==> src/rtl/led_sequencer.sv <==
// led_sequencer: prescaled LED pattern generator (rotate left/right, bounce, fill).
// A DIV_WIDTH-bit prescaler produces one step every 2^DIV_WIDTH enabled cycles.
// On each step the selected pattern advances, or reloads its seed if the mode changed.
// o_stb pulses in the cycle the newly stepped pattern appears on o_led.
// Optional build macro LED_PWM_EN adds a 4-bit brightness input (i_bright).
// It also adds a free-running 16-cycle PWM that gates o_led.
// The default build (LED_PWM_EN undefined) drives o_led straight from the pattern register.
module led_sequencer #(
  parameter int NLEDS     = 4,
  parameter int DIV_WIDTH = 25
) (
  input  logic             i_clk,
  input  logic             i_reset,
  input  logic             i_en,
  input  logic [1:0]       i_mode,
`ifdef LED_PWM_EN
  input  logic [3:0]       i_bright,
`endif
  output logic [NLEDS-1:0] o_led,
  output logic             o_stb
);

  typedef enum logic [1:0] {
    MODE_ROTL   = 2'b00,
    MODE_ROTR   = 2'b01,
    MODE_BOUNCE = 2'b10,
    MODE_FILL   = 2'b11
  } mode_t;

  typedef enum logic {
    DIR_LEFT  = 1'b0,
    DIR_RIGHT = 1'b1
  } dir_t;

  localparam logic [NLEDS-1:0]     LED_LSB = {{(NLEDS-1){1'b0}}, 1'b1};
  localparam logic [DIV_WIDTH-1:0] CNT_ONE = {{(DIV_WIDTH-1){1'b0}}, 1'b1};

  logic [DIV_WIDTH-1:0] cnt_reg;
  logic [NLEDS-1:0]     pattern_reg;
  mode_t                cur_mode_reg;
  dir_t                 dir_reg;
  logic                 stb_reg;

  logic                 step;
  mode_t                mode_in;
  logic [NLEDS-1:0]     seed_next;
  logic [NLEDS-1:0]     rotl_next;
  logic [NLEDS-1:0]     rotr_next;
  logic [NLEDS-1:0]     shl_next;
  logic [NLEDS-1:0]     shr_next;
  logic [NLEDS-1:0]     fill_next;

  // A step happens only on an enabled edge where the prescaler is about to wrap.
  assign step    = i_en && (cnt_reg == {DIV_WIDTH{1'b1}});
  assign mode_in = mode_t'(i_mode);

  // Candidate next patterns; all are exactly NLEDS wide so nothing falls off the ends.
  assign rotl_next = {pattern_reg[NLEDS-2:0], pattern_reg[NLEDS-1]};
  assign rotr_next = {pattern_reg[0], pattern_reg[NLEDS-1:1]};
  assign shl_next  = {pattern_reg[NLEDS-2:0], 1'b0};
  assign shr_next  = {1'b0, pattern_reg[NLEDS-1:1]};
  assign fill_next = (&pattern_reg) ? {NLEDS{1'b0}} : {pattern_reg[NLEDS-2:0], 1'b1};

  // Seed loaded when the mode changes: FILL starts dark, all others start at the LSB LED.
  // Seeding keeps the rotate modes one-hot even after leaving FILL.
  assign seed_next = (mode_in == MODE_FILL) ? {NLEDS{1'b0}} : LED_LSB;

  // Prescaler, mode tracking, bounce direction FSM and pattern register.
  always_ff @(posedge i_clk) begin
    if (i_reset) begin
      cnt_reg      <= {DIV_WIDTH{1'b0}};
      pattern_reg  <= LED_LSB;
      cur_mode_reg <= MODE_ROTL;
      dir_reg      <= DIR_LEFT;
      stb_reg      <= 1'b0;
    end else begin
      stb_reg <= step;
      if (i_en) begin
        cnt_reg <= cnt_reg + CNT_ONE;
      end
      if (step) begin
        if (mode_in != cur_mode_reg) begin
          // A mode change spends its step on the reload and does not advance the pattern.
          cur_mode_reg <= mode_in;
          pattern_reg  <= seed_next;
          dir_reg      <= DIR_LEFT;
        end else begin
          unique case (cur_mode_reg)
            MODE_ROTL: pattern_reg <= rotl_next;
            MODE_ROTR: pattern_reg <= rotr_next;
            MODE_BOUNCE: begin
              // Reverse on reaching an end, so each end LED is lit for a single step.
              unique case (dir_reg)
                DIR_LEFT: begin
                  if (pattern_reg[NLEDS-1]) begin
                    dir_reg     <= DIR_RIGHT;
                    pattern_reg <= shr_next;
                  end else begin
                    pattern_reg <= shl_next;
                  end
                end
                DIR_RIGHT: begin
                  if (pattern_reg[0]) begin
                    dir_reg     <= DIR_LEFT;
                    pattern_reg <= shl_next;
                  end else begin
                    pattern_reg <= shr_next;
                  end
                end
                default: dir_reg <= DIR_LEFT;
              endcase
            end
            MODE_FILL: pattern_reg <= fill_next;
            default:   pattern_reg <= LED_LSB;
          endcase
        end
      end
    end
  end

  assign o_stb = stb_reg;

`ifdef LED_PWM_EN
  logic [3:0] pwm_cnt_reg;
  logic       pwm_on;

  // Free-running brightness counter; deliberately ignores i_en so a frozen pattern still dims.
  always_ff @(posedge i_clk) begin
    if (i_reset) begin
      pwm_cnt_reg <= 4'd0;
    end else begin
      pwm_cnt_reg <= pwm_cnt_reg + 4'd1;
    end
  end

  // Lit for i_bright out of every 16 cycles; i_bright = 0 keeps every LED dark.
  assign pwm_on = (pwm_cnt_reg < i_bright);

  genvar gi;
  generate
    for (gi = 0; gi < NLEDS; gi++) begin : g_led_pwm
      assign o_led[gi] = pattern_reg[gi] & pwm_on;
    end
  endgenerate
`else
  genvar gi;
  generate
    for (gi = 0; gi < NLEDS; gi++) begin : g_led_out
      assign o_led[gi] = pattern_reg[gi];
    end
  endgenerate
`endif

endmodule
==> config.mk <==
export PLATFORM = sky130hd
export DESIGN_NAME = led_sequencer
export DESIGN_NICKNAME = d
export VERILOG_FILES = /design/src/rtl/led_sequencer.sv
export SDC_FILE = /design/constraint.sdc
export NUM_CORES = 1
export LEC_CHECK = 0
export ABC_AREA = 1
export CAP_MARGIN = 5
export CELL_PAD_IN_SITES_DETAIL_PLACEMENT = 1
export CELL_PAD_IN_SITES_GLOBAL_PLACEMENT = 2
export CORE_MARGIN = 2
export CORE_UTILIZATION = 33
export DETAILED_ROUTE_END_ITERATION = 10
export GPL_TIMING_DRIVEN = 0
export PLACE_DENSITY_LB_ADDON = 0.3
export SLEW_MARGIN = 20
export SYNTH_ARGS = -nofsm -noshare
export SYNTH_HDL_FRONTEND = slang
export SYNTH_SLANG_ARGS = --single-unit
export TNS_END_PERCENT = 10
==> constraint.sdc <==
create_clock -name i_clk -period 1.8 [get_ports i_clk]
set_input_delay 0.18 -clock i_clk [delete_from_list [all_inputs] [get_ports i_clk]]
set_output_delay 0.18 -clock i_clk [all_outputs]
set_load 0.02 [all_outputs]
# Yosys cells after proc, flatten, opt, wreduce, memory -nomap -nowiden
# Cells that the tools add are included.
[totals] regBits=33 in_bits=5 out_inout_bits=5 wordCells=31
[classes] add_sub_neg=1 n_eq_ne=6 n_mux=12 n_bitwise=1 reduce_logical=6
[op_table] op="$add 25x1->25 const B" count=1
[op_table] op="$eq 25x25->1 const B" count=1
[op_table] op="$mux 4" count=4
[op_table] op="$pmux 4 s4" count=1
[op_table] op="$pmux 4 s2" count=1
[op_table] op="$eq 2x2->1 const B" count=3
[op_table] op="$mux 1" count=5
[op_table] op="$reduce_and 2->1" count=2
[op_table] op="$reduce_and 4->1" count=1
[op_table] op="$eq 2x1->1 const B" count=1
[op_table] op="$logic_not 2->1" count=1
[op_table] op="$ne 2x2->1" count=1
[op_table] op="$pmux 1 s2" count=1
[op_table] op="$reduce_bool 2->1" count=1
[op_table] op="$logic_and 1x1->1" count=1
[op_table] op="$not 1->1" count=1

# Longest topological paths before layout
[logic_depth] ltp_word=4 mapped_depth=10 ltp_nobuf=10

# Worst setup path after synthesis
# OpenSTA, ideal clock, no wires.
[synth_timing] kind="reg2reg" from="register cnt_reg[0]" to="register dir_reg" setup_time_ns=0.135 arrival_ns=1.268 required_time_ns=1.665 setup_slack_ns=0.396 stages_incl_launch_ff=9 path_buffers=0 synth_period_minus_slack_ns=1.404 path_cell_list="dfxtp_1 > ha_1 > inv_1 > nor2_2 > nand2_4 > nor2_4 > nand3_1 > o21ai_1 > a21oi_1"
[synth_via] elab_chain_len=3
[synth_lines] element="start: declaration" line_no="38" text="logic [DIV_WIDTH-1:0] cnt_reg;"
[synth_lines] element="start signal: assignment" line_no="71" text="cnt_reg <= {DIV_WIDTH{1'b0}};"
[synth_lines] element="start signal: assignment" line_no="79" text="cnt_reg <= cnt_reg + CNT_ONE;"
[synth_lines] element="$eq 25x25->1" line_no="54" text="assign step = i_en && (cnt_reg == {DIV_WIDTH{1'b1}});"
[synth_lines] element="$logic_and 1x1->1" line_no="54"
[synth_lines] element="$reduce_and 2->1 (no line)"
[synth_lines] element="end signal: assignment" line_no="74" text="dir_reg <= DIR_LEFT;"
[synth_lines] element="end signal: assignment" line_no="86" text="dir_reg <= DIR_LEFT;"
[synth_lines] element="end signal: assignment" line_no="96" text="dir_reg <= DIR_RIGHT;"
[synth_lines] element="end: declaration" line_no="41" text="dir_t dir_reg;"
# No other way between the ends.
# A chain may end at the register's enable or synchronous reset.

# Final worst setup path
[layout_timing] from="register pattern_reg[0], in the netlist o_led[0]" to="output port o_led[0]"
[layout_lines] element="start: declaration" line_no="39" text="logic [NLEDS-1:0] pattern_reg;"
[layout_lines] element="start signal: assignment" line_no="85" text="pattern_reg <= seed_next;"
[layout_lines] element="start signal: assignment" line_no="89" text="MODE_ROTL: pattern_reg <= rotl_next;"
[layout_lines] element="start signal: assignment" line_no="90" text="MODE_ROTR: pattern_reg <= rotr_next;"
[layout_lines] element="end: declaration" line_no="19" text="output logic [NLEDS-1:0] o_led,"
# No word-level cell between the ends.

==> flow_summary.ini <==
[setup_path]
r2r_slack_ps = 210
cp-endpoint = o_led[0]
path_class = reg2out
reg2reg_to = dir_reg
critPathTopFamily = buffers and inverters
worstSetupPathDepth = 1
cp.arrival_ps = 1420
cp-startpoint = o_led[0]
cp_slowest_stage_delay_ps = 660
startpoint_type = flip-flop
worstPathCellList = clkdlybuf4s50_1
worstRegToRegCells = 9
cp_slowest_cell = clkdlybuf4s50_1
cp-end-kind = primary output
path_buf_inv = 1
r2r_start = cnt_reg[0]
required_ps = 1620
path_max_fanout = 7

[timing]
hold_viol_final = 0
worst_pin_slew_ps = 661
slew_viol_final = 0
setup_tns_ps = 0
fmax_mhz = 625
min_period_ps = 1600
layout_setup_ws_ps = 199
fin_crit_sh = 0.889
skew_ps = 2.91
slew_headroom = 0.559
setup_viol = 0
rsz0062_at_grt = false

[worst_hold_path]
holdPathStages = 3
min_path_type = in2reg

[clocking]
path_clk_slew_ps = 70
clock-sinks = 33
cts_buffers = 5
cts_hold_buffers = 0
cts_setup_buffers = 0
clock_latency_ps = 280
cts.repair.resized = 0
clockBufferDepth = 2
htreeDepth = 2
cts_tree = yes
cts_root_buffer = clkbuf_8

[cells_and_area]
area_growth_pct = 13.5
largest_reg_flops = 25
nNetsFinal = 298
finalInstanceArea_mm2 = 0.00209
nFillCells = 730
num_antenna_cells = 0
drive_gt1_frac = 0.106
final_cells = 365

[drt]
detail-route-antenna-nets = 0
first_pass_iters = 4
vias_per_cell = 4.72
num_vias = 1724
dr.first_iter.drc_count = 40
drt_wl_total_um = 4510
routedWlPerCell_um = 12.4
drc_errors = 0

[synth]
syn_nets = 284
syn_area_mm2 = 0.00184
syn_area_per_cell_um2 = 6.63
ys_warn_count = 0
synth_cell_types = 34
seq_area_frac_synth = 0.359
synth_seq_cells = 33
syn-instance-count = 278

[floorplanning]
pin_count = 10
fp-row-count = 27
die_w_um = 78.7
coreArea_mm2 = 0.00544
die_area_mm2 = 0.00619
initial_utilization = 0.339
die_height_um = 78.7

[global_route]
grt_pass1_wl_um = 7960
antenna_found_initial = 0
grt_usage = 0.162
grt_max_degree = 11
grt.overflow.total = 0
grt_pass1_vias = 1735

[power_and_ir_drop]
power_leakage_nw = 0.794
vdd_drop_max_v = 0.000302
powerDensity_mw_per_mm2 = 649

[placed_design]
gp_congestion = 0.793
dpl.hpwl_um = 3380
pre_cts_ws_ps = 136
dpl.cell_count = 357
port_buffers = 7
placed_area_mm2 = 0.00200

[run]
cap_viol_max_count = 0

[outcome]
status = finished clean
==> worst min-delay path by stage <==
stage / start / to / slack, ps
2_1_floorplan: i_mode[0] / cur_mode_reg[0] / 310
3_3_place_gp: cnt_reg[8] / cnt_reg[8] / 470
3_5_place_dp: cnt_reg[8] / cnt_reg[8] / 480
4_1_cts: i_en / cnt_reg[9] / 210
5_1_grt: i_en / cnt_reg[9] / 220
6_report: i_en / cnt_reg[9] / 220
==> final cells by class <==
cell class | count | area (um^2) | share of cell area
Multi-Input combinational cell | 204 | 1020 | 0.490
Sequential cell | 33 | 661 | 0.316
Inverter | 35 | 134 | 0.0641
Tap cell | 72 | 90.1 | 0.0431
Clock buffer | 6 | 72.6 | 0.0347
Timing Repair Buffer | 7 | 70.1 | 0.0335
Buffer | 6 | 27.5 | 0.0132
Clock inverter | 2 | 10.0 | 0.00479
==> layout by cell type (no fill, tap or decap), types with 7 or more instances in the layout <==
cell type,count
dfxtp_1,33
a21oi_1,19
o21ai_0,11
clkdlybuf4s50_1,7
nand2_1,71
nor2_1,32
nor3_1,7
nand3_1,25
inv_1,32
nor2_4,7
==> tightest hold or removal path, delay by kind of cell <==
family | cells | cell delay, ps
compound gates | 1 | 50
buf+inv | 1 | 160
simple gates | 1 | 70
==> stage by stage <==
stage / total power, W / util / hold slack, ps
after floorplan: 0.000798 / - / 311
after global placement: 0.000818 / 0.368 / 466
after detailed placement: 0.000820 / 0.368 / 484
after CTS: 0.00139 / 0.383 / 210
after global routing: 0.00143 / 0.384 / 223
final: 0.00136 / 0.384 / 218
==> synthesized netlist by cell type <==
library cell,count,share of area
nand2_1,71,0.14
dfxtp_1,33,0.36
inv_1,32,0.065
nor2_1,32,0.065
nand3_1,26,0.071
a21oi_1,19,0.052
o21ai_0,11,0.030
nor2_4,7,0.043
nor3_1,7,0.019
nor2_2,5,0.017
clkbuf_1,4,0.0081
xnor2_1,4,0.019
and2_1,2,0.0068
nand2_2,2,0.0068
nand4_1,2,0.0068
nor3_2,2,0.011
o21a_1,2,0.0081
a211oi_1,1,0.0041
a31oi_1,1,0.0034
and3_1,1,0.0034
buf_2,1,0.0027
buf_4,1,0.0041
clkinv_1,1,0.0020
ha_1,1,0.0068
inv_2,1,0.0020
inv_4,1,0.0034
nand2_4,1,0.0061
nand3_2,1,0.0054
nand3b_1,1,0.0041
nand4_2,1,0.0068
nor4_1,1,0.0034
o211ai_1,1,0.0041
o21ai_1,1,0.0027
o21bai_1,1,0.0041
==> per-layer routing <==
metal  share of wire  GRT usage  vias to the layer above
li1                -          -                      911
met1            0.50      0.202                      798
met2            0.47      0.275                       10
met3           0.020     0.0375                        5
met4           0.014     0.0526                        0
met5               0          0                        -
==> power breakdown <==
group | switching, W | internal, W
Sequential | 0.00000482 | 0.000735
Clock | 0.000285 | 0.000268
Combinational | 0.0000422 | 0.0000212
Total | 0.000332 | 0.00102
==> logic make-up after synthesis <==
| family | after synthesis | synth area share |
|---|---|---|
| AND/OR/NAND/NOR | 162 | 0.420 |
| buffers and inverters | 41 | 0.0876 |
| AO/OA/AOI/OAI | 37 | 0.108 |
| flip-flops | 33 | 0.359 |
| XOR/XNOR | 4 | 0.0190 |
| adder cells (fa/ha/maj) | 1 | 0.00679 |
(Power assumes the default switching activity.)
